$ cat config.mk
export PLATFORM = sky130hd
export DESIGN_NAME = stream_rr_arbiter
export DESIGN_NICKNAME = d
export VERILOG_FILES = /design/src/rtl/stream_arb_pkg.sv /design/src/rtl/rr_grant_select.sv /design/src/rtl/stream_rr_arbiter.sv
export SDC_FILE = /design/constraint.sdc
export NUM_CORES = 1
export LEC_CHECK = 0
export CAP_MARGIN = 10
export CORE_MARGIN = 10
export CORE_UTILIZATION = 55
export CTS_CLUSTER_DIAMETER = 40
export DETAILED_ROUTE_END_ITERATION = 12
export DONT_BUFFER_PORTS = 1
export PLACE_DENSITY = 0.78
export SETUP_SLACK_MARGIN = 0.2
export SYNTH_ARGS = -nofsm -noshare
export SYNTH_HDL_FRONTEND = slang
export SYNTH_HIERARCHICAL = 1
export SYNTH_SLANG_ARGS = --single-unit
$ cat constraint.sdc
create_clock -name i_clock -period 3.9 [get_ports i_clock]
set_input_delay 0.39 -clock i_clock [delete_from_list [all_inputs] [get_ports i_clock]]
set_output_delay 0.39 -clock i_clock [all_outputs]
set_load 0.02 [all_outputs]
$ cat src/rtl/stream_arb_pkg.sv
`default_nettype none
// ============================================================================
//  Module      : stream_arb_pkg
//  Description : Shared types and helpers for the stream round-robin arbiter.
//  Revision    : 1.0 - initial release
// ============================================================================
package stream_arb_pkg;

    // Arbiter FSM: free arbitration, or grant held for the rest of a packet
    typedef enum logic [0:0] {
        ST_ARB  = 1'b0,
        ST_LOCK = 1'b1
    } arb_state_t;

    // Round-robin pointer increment with wrap-around at n
    function automatic int rr_next(input int ptr, input int n);
        return (ptr + 1 >= n) ? 0 : ptr + 1;
    endfunction

endpackage
`default_nettype wire

$ cat src/rtl/rr_grant_select.sv
`default_nettype none
// ============================================================================
//  Module      : rr_grant_select
//  Description : Combinational round-robin grant search. Scans the valids
//                starting at the pointer and returns the first hit as a
//                one-hot grant plus its binary index.
//  Revision    : 1.0 - initial release
// ============================================================================
module rr_grant_select #(
    parameter int NUM_IN = 4,
    parameter int ID_W   = 2
) (
    input  logic [NUM_IN-1:0] i_valid,
    input  logic [ID_W-1:0]   i_ptr,
    output logic [NUM_IN-1:0] o_grant,
    output logic [ID_W-1:0]   o_grant_idx
);

    logic w_found;

    // Index of the requester that sits offs positions after base, modulo NUM_IN
    function automatic logic [ID_W-1:0] wrap_idx(input logic [ID_W-1:0] base, input int offs);
        return ID_W'((int'(base) + offs) % NUM_IN);
    endfunction

    // Priority search beginning at the round-robin pointer
    always_comb begin
        o_grant     = '0;
        o_grant_idx = '0;
        w_found     = 1'b0;
        for (int i = 0; i < NUM_IN; i++) begin
            if (!w_found && i_valid[wrap_idx(i_ptr, i)]) begin
                o_grant[wrap_idx(i_ptr, i)] = 1'b1;
                o_grant_idx                 = wrap_idx(i_ptr, i);
                w_found                     = 1'b1;
            end
        end
    end

endmodule
`default_nettype wire

$ cat src/rtl/stream_rr_arbiter.sv
`default_nettype none
// ============================================================================
//  Module      : stream_rr_arbiter
//  Description : Round-robin arbiter sharing one valid/ready stream among
//                NUM_IN requesters. Packets are never interleaved when
//                LOCK_PACKETS=1. A main+skid output stage keeps downstream
//                ready off the requester-side combinational paths.
//  Revision    : 1.0 - initial release
// ============================================================================
module stream_rr_arbiter
    import stream_arb_pkg::*;
#(
    parameter  int NUM_IN       = 4,
    parameter  int WIDTH        = 16,
    parameter  int LOCK_PACKETS = 1,
    localparam int ID_W         = (NUM_IN > 1) ? $clog2(NUM_IN) : 1
) (
    input  logic                    i_clock,
    input  logic                    i_reset_n,
    input  logic [NUM_IN*WIDTH-1:0] i_in_data,
    input  logic [NUM_IN-1:0]       i_in_valid,
    input  logic [NUM_IN-1:0]       i_in_last,
    output logic [NUM_IN-1:0]       o_in_ready,
    output logic [WIDTH-1:0]        o_out_data,
    output logic                    o_out_last,
    output logic [ID_W-1:0]         o_out_id,
    output logic                    o_out_valid,
    input  logic                    i_out_ready,
    output logic                    o_busy
);

    // ---------------------------------------------------------------- state
    arb_state_t        r_state;
    logic [ID_W-1:0]   r_lock_id;
    logic [ID_W-1:0]   r_rr_ptr;

    // Output stage: main register drives the outputs, skid absorbs one beat
    logic [WIDTH-1:0]  r_main_data;
    logic              r_main_last;
    logic [ID_W-1:0]   r_main_id;
    logic              r_main_full;
    logic [WIDTH-1:0]  r_skid_data;
    logic              r_skid_last;
    logic [ID_W-1:0]   r_skid_id;
    logic              r_skid_full;
    logic              r_stage_ready;

    // ---------------------------------------------------------------- wires
    logic [WIDTH-1:0]  w_in_data [NUM_IN];
    logic [NUM_IN-1:0] w_arb_grant;
    logic [ID_W-1:0]   w_arb_idx;
    logic [NUM_IN-1:0] w_lock_onehot;
    logic [NUM_IN-1:0] w_grant;
    logic [ID_W-1:0]   w_sel_idx;
    logic [WIDTH-1:0]  w_sel_data;
    logic              w_sel_last;
    logic              w_accept;
    logic              w_next_skid_full;

    // Split the packed requester bus into per-requester words
    for (genvar k = 0; k < NUM_IN; k++) begin : g_unpack
        assign w_in_data[k] = i_in_data[k*WIDTH +: WIDTH];
    end

    rr_grant_select #(
        .NUM_IN (NUM_IN),
        .ID_W   (ID_W)
    ) u_grant_select (
        .i_valid     (i_in_valid),
        .i_ptr       (r_rr_ptr),
        .o_grant     (w_arb_grant),
        .o_grant_idx (w_arb_idx)
    );

    // While locked the owner keeps the grant even through valid gaps
    assign w_lock_onehot = NUM_IN'(1) << r_lock_id;
    assign w_grant       = (r_state == ST_LOCK) ? w_lock_onehot : w_arb_grant;
    assign w_sel_idx     = (r_state == ST_LOCK) ? r_lock_id : w_arb_idx;
    assign w_sel_data    = w_in_data[w_sel_idx];
    assign w_sel_last    = i_in_last[w_sel_idx];

    assign o_in_ready    = {NUM_IN{r_stage_ready}} & w_grant;
    assign w_accept      = r_stage_ready & (|(w_grant & i_in_valid));

    // Skid fills only when a beat arrives while main is stuck; it drains when downstream takes main
    assign w_next_skid_full = r_skid_full ? ~i_out_ready
                                          : (w_accept & r_main_full & ~i_out_ready);

    // Arbitration FSM: packet lock and round-robin pointer update on accepted beats
    always_ff @(posedge i_clock) begin
        if (!i_reset_n) begin
            r_state   <= ST_ARB;
            r_lock_id <= '0;
            r_rr_ptr  <= '0;
        end else if (w_accept) begin
            case (r_state)
                ST_ARB: begin
                    if ((LOCK_PACKETS != 0) && !w_sel_last) begin
                        r_lock_id <= w_arb_idx;
                        r_state   <= ST_LOCK;
                    end else begin
                        r_rr_ptr  <= ID_W'(rr_next(int'(w_arb_idx), NUM_IN));
                    end
                end
                ST_LOCK: begin
                    if (w_sel_last) begin
                        r_rr_ptr <= ID_W'(rr_next(int'(r_lock_id), NUM_IN));
                        r_state  <= ST_ARB;
                    end
                end
                default: r_state <= ST_ARB;
            endcase
        end
    end

    // Output stage: load main, spill to skid under stall, refill main from skid
    always_ff @(posedge i_clock) begin
        if (!i_reset_n) begin
            r_main_data   <= '0;
            r_main_last   <= 1'b0;
            r_main_id     <= '0;
            r_main_full   <= 1'b0;
            r_skid_data   <= '0;
            r_skid_last   <= 1'b0;
            r_skid_id     <= '0;
            r_skid_full   <= 1'b0;
            r_stage_ready <= 1'b0;
        end else begin
            r_skid_full   <= w_next_skid_full;
            r_stage_ready <= ~w_next_skid_full;
            if (r_skid_full) begin
                // No accept can occur here: stage_ready is low whenever skid holds a beat
                if (i_out_ready) begin
                    r_main_data <= r_skid_data;
                    r_main_last <= r_skid_last;
                    r_main_id   <= r_skid_id;
                end
            end else if (w_accept) begin
                if (!r_main_full || i_out_ready) begin
                    r_main_data <= w_sel_data;
                    r_main_last <= w_sel_last;
                    r_main_id   <= w_sel_idx;
                    r_main_full <= 1'b1;
                end else begin
                    r_skid_data <= w_sel_data;
                    r_skid_last <= w_sel_last;
                    r_skid_id   <= w_sel_idx;
                end
            end else if (i_out_ready) begin
                r_main_full <= 1'b0;
            end
        end
    end

    assign o_out_data  = r_main_data;
    assign o_out_last  = r_main_last;
    assign o_out_id    = r_main_id;
    assign o_out_valid = r_main_full;
    assign o_busy      = (r_state == ST_LOCK) | r_main_full | r_skid_full;

endmodule
`default_nettype wire
# Yosys cells after proc, flatten, opt, wreduce, memory -nomap -nowiden
# Cells that the tools add are included.
# Widths: inputs -> output; s select.
[op_classes] add_sub_neg=5 n_lt_le_gt_ge=12 eq_ne=4 shifts=1 n_mux=56 bitwise_logic=17 n_reduce_logical=21
[ops] op="$mux 16" count=6
[ops] op="$bmux 16 s2" count=1
[ops] op="$mux 2" count=13
[ops] op="$mux 1" count=21
[ops] op="$mux 4" count=5
[ops] op="$lt 2x3->1 const B" count=5
[ops] op="$reduce_and 3->1" count=5
[ops] op="$or 4x4->4" count=3
[ops] op="$bmux 1 s2" count=5
[ops] op="$ge 3x3->1 const B" count=3
[ops] op="$and 4x4->4" count=2
[ops] op="$demux 1 s2" count=4
[ops] op="$ge 2x1->1 const B" count=4
[ops] op="$logic_and 1x1->1" count=7
[ops] op="$add 2x1->3 const B" count=2
[ops] op="$not 1->1" count=6
[ops] op="$reduce_bool 2->1" count=3
[ops] op="$add 2x2->2 const B" count=2
[ops] op="$logic_not 1->1" count=4
[ops] op="$ne 2x1->1 const B" count=2
[ops] op="$ne 2x2->1 const B" count=2
[ops] op="$pmux 2 s2" count=1
[ops] op="$reduce_or 4->1" count=1
[ops] op="$shl 1x2->4 const A" count=1
[ops] op="other kinds (5)" count=8
[word_totals] regBits=46 in_bits=75 out_inout_bits=25 word_cells=128

# Logic depth before layout (Yosys ltp)
[logic_depth] word_depth=20 mapped_depth=16 ltp_nobuf=11

# Modules after synthesis
# The synthesis kept the hierarchy.
[by_module_without_submodules] mod="stream_rr_arbiter" n_inst=1 cells_each=411 area_per_inst_um2=3183.1 seq_area_each_um2=920.9
[by_module_without_submodules] mod="rr_grant_select" n_inst=1 cells_each=65 area_per_inst_um2=489.2 seq_area_each_um2=0.0

# Worst setup path before layout
# OpenSTA, ideal clock, no wires.
[synth_path] path_kind="register to register" from="register r_rr_ptr[0]" to="register r_main_data[10] (netlist: o_out_data[10])" setup_ps=124 arrival_time_ps=3170 t_required_ps=3776 path_slack_ps=606 stages_incl_launch_ff=16 n_path_buf=4 synth_period_minus_slack_ps=3294 path_cell_list="dfxtp_1 -> buf_6 -> buf_2 -> inv_1 -> ha_1 -> mux4_2 -> nand2_1 -> o21ai_0 -> a221o_2 -> mux2_2 -> a22oi_4 -> a21oi_1 -> buf_2 -> buf_2 -> o31ai_1 -> a21oi_1"
[synth_via] word_cells_on_any_way=65 cone_classes="add/sub: 3; order compare: 8; mux: 35; bitwise: 6; reduce/logical: 13"
[synth_rtl] item="from (decl)" line_no="stream_rr_arbiter.sv:35" rtl="logic [ID_W-1:0] r_rr_ptr;"
[synth_rtl] item="from (signal assigned)" line_no="stream_rr_arbiter.sv:102" rtl="r_rr_ptr <= ID_W'(rr_next(int'(w_arb_idx), NUM_IN));"
[synth_rtl] item="from (signal assigned)" line_no="stream_rr_arbiter.sv:107" rtl="r_rr_ptr <= ID_W'(rr_next(int'(r_lock_id), NUM_IN));"
[synth_rtl] item="branches (longest 11 deep; another with $lt 2x3->1)"
[synth_rtl] item="$mux 4 (*)" line_no="rr_grant_select.sv:32" rtl="if (!w_found && i_valid[wrap_idx(i_ptr, i)]) begin"
[synth_rtl] item="net w_arb_grant[2]" line_no="stream_rr_arbiter.sv:50" rtl="logic [NUM_IN-1:0] w_arb_grant;"
[synth_rtl] item="$mux 4 (*)" line_no="stream_rr_arbiter.sv:77" rtl="assign w_grant = (r_state == ST_LOCK) ? w_lock_onehot : w_arb_grant;"
[synth_rtl] item="$and 4x4->4 (*)" line_no="stream_rr_arbiter.sv:83" rtl="assign w_accept = r_stage_ready & (|(w_grant & i_in_valid));"
[synth_rtl] item="$reduce_or 4->1 (*)" line_no="stream_rr_arbiter.sv:83"
[synth_rtl] item="$and 1x1->1 (*)" line_no="stream_rr_arbiter.sv:83"
[synth_rtl] item="$reduce_bool 2->1 (no source line) (*)"
[synth_rtl] item="$reduce_and 3->1 (no source line) (*)"
[synth_rtl] item="to (signal assigned)" line_no="stream_rr_arbiter.sv:134" rtl="r_main_data <= r_skid_data;"
[synth_rtl] item="to (signal assigned)" line_no="stream_rr_arbiter.sv:140" rtl="r_main_data <= w_sel_data;"
[synth_rtl] item="to (decl)" line_no="stream_rr_arbiter.sv:38" rtl="logic [WIDTH-1:0] r_main_data;"
# Mark *: on every way through the listed nets, which the timed path passes. The select of a mux whose other input is x is not followed.
# A chain may end at the register's enable or synchronous reset.

# Worst setup path after layout
[layout_path] from="register r_rr_ptr[0]" to="register r_main_data[8] (netlist: o_out_data[8])"
[layout_via] elab_chain_cells=20 word_cells_on_any_way=65 cone_classes="add/sub: 3; order compare: 8; mux: 35; bitwise: 6; reduce/logical: 13"
[layout_lines] item="branches (longest 11 deep; another with $add 2x1->2)"
[layout_lines] item="$mux 2 (*)" line_no="rr_grant_select.sv:32"
[layout_lines] item="net w_arb_idx[1]" line_no="stream_rr_arbiter.sv:51" rtl="logic [ID_W-1:0] w_arb_idx;"
[layout_lines] item="$mux 2 (*)" line_no="stream_rr_arbiter.sv:78" rtl="assign w_sel_idx = (r_state == ST_LOCK) ? r_lock_id : w_arb_idx;"
[layout_lines] item="$not 2->3 (not written as such) (*)" line_no="stream_rr_arbiter.sv:79" rtl="assign w_sel_data = w_in_data[w_sel_idx];"
[layout_lines] item="$bmux 16 s2 (*)" line_no="stream_rr_arbiter.sv:79"
[layout_lines] item="$mux 16 (not written as such) (*) (2 in series)" line_no="stream_rr_arbiter.sv:79"
[layout_lines] item="$mux 16 (*)" line_no="stream_rr_arbiter.sv:139" rtl="if (!r_main_full || i_out_ready) begin"
[layout_lines] item="$mux 16 (*)" line_no="stream_rr_arbiter.sv:138" rtl="end else if (w_accept) begin"
[layout_lines] item="$mux 16 (*)" line_no="stream_rr_arbiter.sv:131" rtl="if (r_skid_full) begin"
# Marks and branches as above.

==> out/metrics.cfg <==
[sta]
skew_ns=0.005483
tightest_slew_ns=0.9382
rsz0062_at_grt=no
period_share=0.8525
fin_crit_ns=3.325
hold_viol=0
slew_headroom=0.3739
slew_viol_final=0
setup_violations=0
clock.fmax_ghz=0.3008
fin_tns_setup_ns=0

[die]
start_util=0.5718
row_count=29
die_x_um=101.7
core_um2=6422
dieArea_um2=10340
fp.dieH_um=101.7
pin_count=100

[setup_path]
crit_path_start_kind=flop
arrival_ns=3.49
path_delay_family=compound AO/OA/AOI/OAI gates
crit_fanout=14
rr_startpoint=r_rr_ptr[0]
worst-path-buf-inv=3
critPathSlowestCell=nand2b_1
crit_path_max_incr_delay_ns=0.45
endpoint_kind=flop
cp_common_cell=inv_1
cp_cell_sequence=inv_1 -> ha_1 -> mux4_2 -> inv_1 -> nand2_1 -> a31oi_1 -> nand2b_1 -> buf_4 -> o22ai_1 -> a22oi_1 -> mux2i_1 -> a21oi_1
startpoint=r_rr_ptr[0]
critPathRequiredTime_ns=4.07
path_class=reg2reg

[finish]
final_cell_mix=nand2_1 (73), nor2b_1 (68), dfxtp_1 (46)
layout.cells.non_filler=526
area_growth_syn_to_layout_pct=1.227
multi_input_area_um2=2481
regArea_um2=920.9
layout_commonest_cell=nand2_1
final_nets=532
drive_above_1_share=0.09577
final_util=0.5788
fillers=602
n_antenna_cell=0

[clock_network]
cts_max_level=2
insertion_delay_ns=0.30
cts_sinks=46
tritoncts=yes
path_clk_slew_ns=0.09
clockBufferDepth=2
numCtsBuffers=5
cts_root_buffer=clkbuf_8

[grt]
antenna_found_initial=0
grt_pass1_vias=3287
grt_max_degree=68
grt_overflow=0
grt_first_pass_wirelength_mm=16.07
grt_usage=0.1898

[placed_design]
placed_cells=518
gp_congestion=0.8895
dp_hpwl_mm=7.303
io_buffers=0

[logic_synthesis]
synth_edf_count=0
synthDistinctLibCells=51
seq_area_frac_synth=0.2508
synth.net_count=560
synthArstFlopShare=0
ys_ff_latch=46
syn_area_per_cell_um2=7.715
syn_inst=476
synth_ff_type=dfxtp_1
syn_area_um2=3672
yosysWarningCount=6

[power]
powerDensity_nw_per_um2=914.4
p_clk_frac=0.105
switchingPower_mw=1.750
switching_share=0.5150
finalPower_mw=3.399
seqPwrFrac=0.249
power_frac_comb=0.647
power_leakage_nw=1.503
power.internal_mw=1.649
ir_drop_v=0.0003976

[routing]
vias=3315
dr.pass1.iters=4
post_drt_wl_per_cell_um=18.63
wl_mm=9.798
initialDrtViolationCount=255
routed_via_density=6.302
drc=0
ant_nets=0

[hold_path]
hold_path.class=in2reg
holdCritStartpoint=i_reset_n

[status]
status=finished, final reports clean

[flow_run]
cap_violations=0

## timing repair
item | in CTS | in global routing
endpoints found under the setup margin | 0 | 19
hold buffers | 0 | 0
buffers inserted | 0 | 0
gates resized for setup | 0 | 1
## power groups by stage
stage,Clock (mW),Sequential [mW],Combinational (mW)
final,0.355,0.845,2.20
after global routing,0.375,0.870,2.43
after CTS,0.360,0.854,2.19
after detailed placement,0,0.863,2.18
after global placement,0,0.862,2.12
after floorplan,0,0.813,1.83
## Yosys cell counts (3+ instances only)
master    number  area, um2
buf_4          5      37.54
buf_2         11      55.05
o31ai_1       19      142.6
o21ai_0       30      150.1
nand2_1       73      274.0
nor2_1         7      26.28
nand2b_1       4      25.02
a22oi_4        3      63.81
ha_1           9      112.6
and2_1         6      37.54
inv_1          7      26.28
a221o_2        4      45.04
clkbuf_1      19      71.32
mux4_2         3      67.56
a21oi_1       23      115.1
buf_6          5      56.30
dfxtp_1       46      920.9
mux2_2         6      67.56
nor2b_1       68      425.4
nand3_1       18      90.09
a22oi_1       16      120.1
mux2i_1       21      210.2
o22ai_1       33      206.5
clkbuf_2       4      20.02
## registers in the layout, summed over array words and instances, names as in the netlist
register       cells
r_skid_last        1
o_out_last         1
r_state            1
r_skid_data       16
r_stage_ready      1
r_skid_full        1
r_lock_id          2
o_out_id           2
r_skid_id          2
o_out_valid        1
r_rr_ptr           2
o_out_data        16
## routing by layer
metal	track usage	vias to the layer above	wire length (um)
met5	0	-	0
met4	0.06491	0	214
met3	0.05174	16	707
met2	0.3419	104	5085
met1	0.2094	1558	3791
li1	-	1637	-
## per-stage QoR
| step | cell area (um2) | worst slack [ns] | hold WS, ns |
|---|---|---|---|
| finish | 3717 | 0.5752 | 0.2293 |
| global route | 3717 | 0.2979 | 0.2177 |
| CTS | 3714 | 0.3867 | 0.2107 |
| detailed placement | 3603 | 0.4004 | 0.4484 |
| floorplan | 3672 | 0.6065 | 0.4335 |
| global placement | 3603 | 0.5436 | 0.4429 |
## cell type report
| class | instances | share of cell area |
|---|---|---|
| multi-input combinational | 377 | 0.6675 |
| sequential | 46 | 0.2477 |
| tap | 77 | 0.02592 |
| timing repair buffer | 11 | 0.02221 |
| clock buffer | 6 | 0.01952 |
| clock inverter | 2 | 0.01010 |
| inverter | 7 | 0.007068 |
## cells by family after synthesis
| group | Yosys count | synth area share |
|---|---|---|
| AO/OA/AOI/OAI | 147 | 0.2777 |
| multiplexers | 30 | 0.09403 |
| buffers and inverters | 53 | 0.07462 |
| AND/OR/NAND/NOR | 190 | 0.2698 |
| adder cells (fa/ha/maj) | 9 | 0.03066 |
| flip-flops | 46 | 0.2508 |
| XOR/XNOR | 1 | 0.002385 |
## final timing paths
check,endpoint,slack [ns],cells past startpoint
min,r_state,0.23,2
max reg2reg,o_out_data[8],0.58,12
max,o_out_data[8],0.58,12
min reg2reg,r_skid_data[2],0.46,2
No activity file was read; power rests on OpenSTA's default activity.
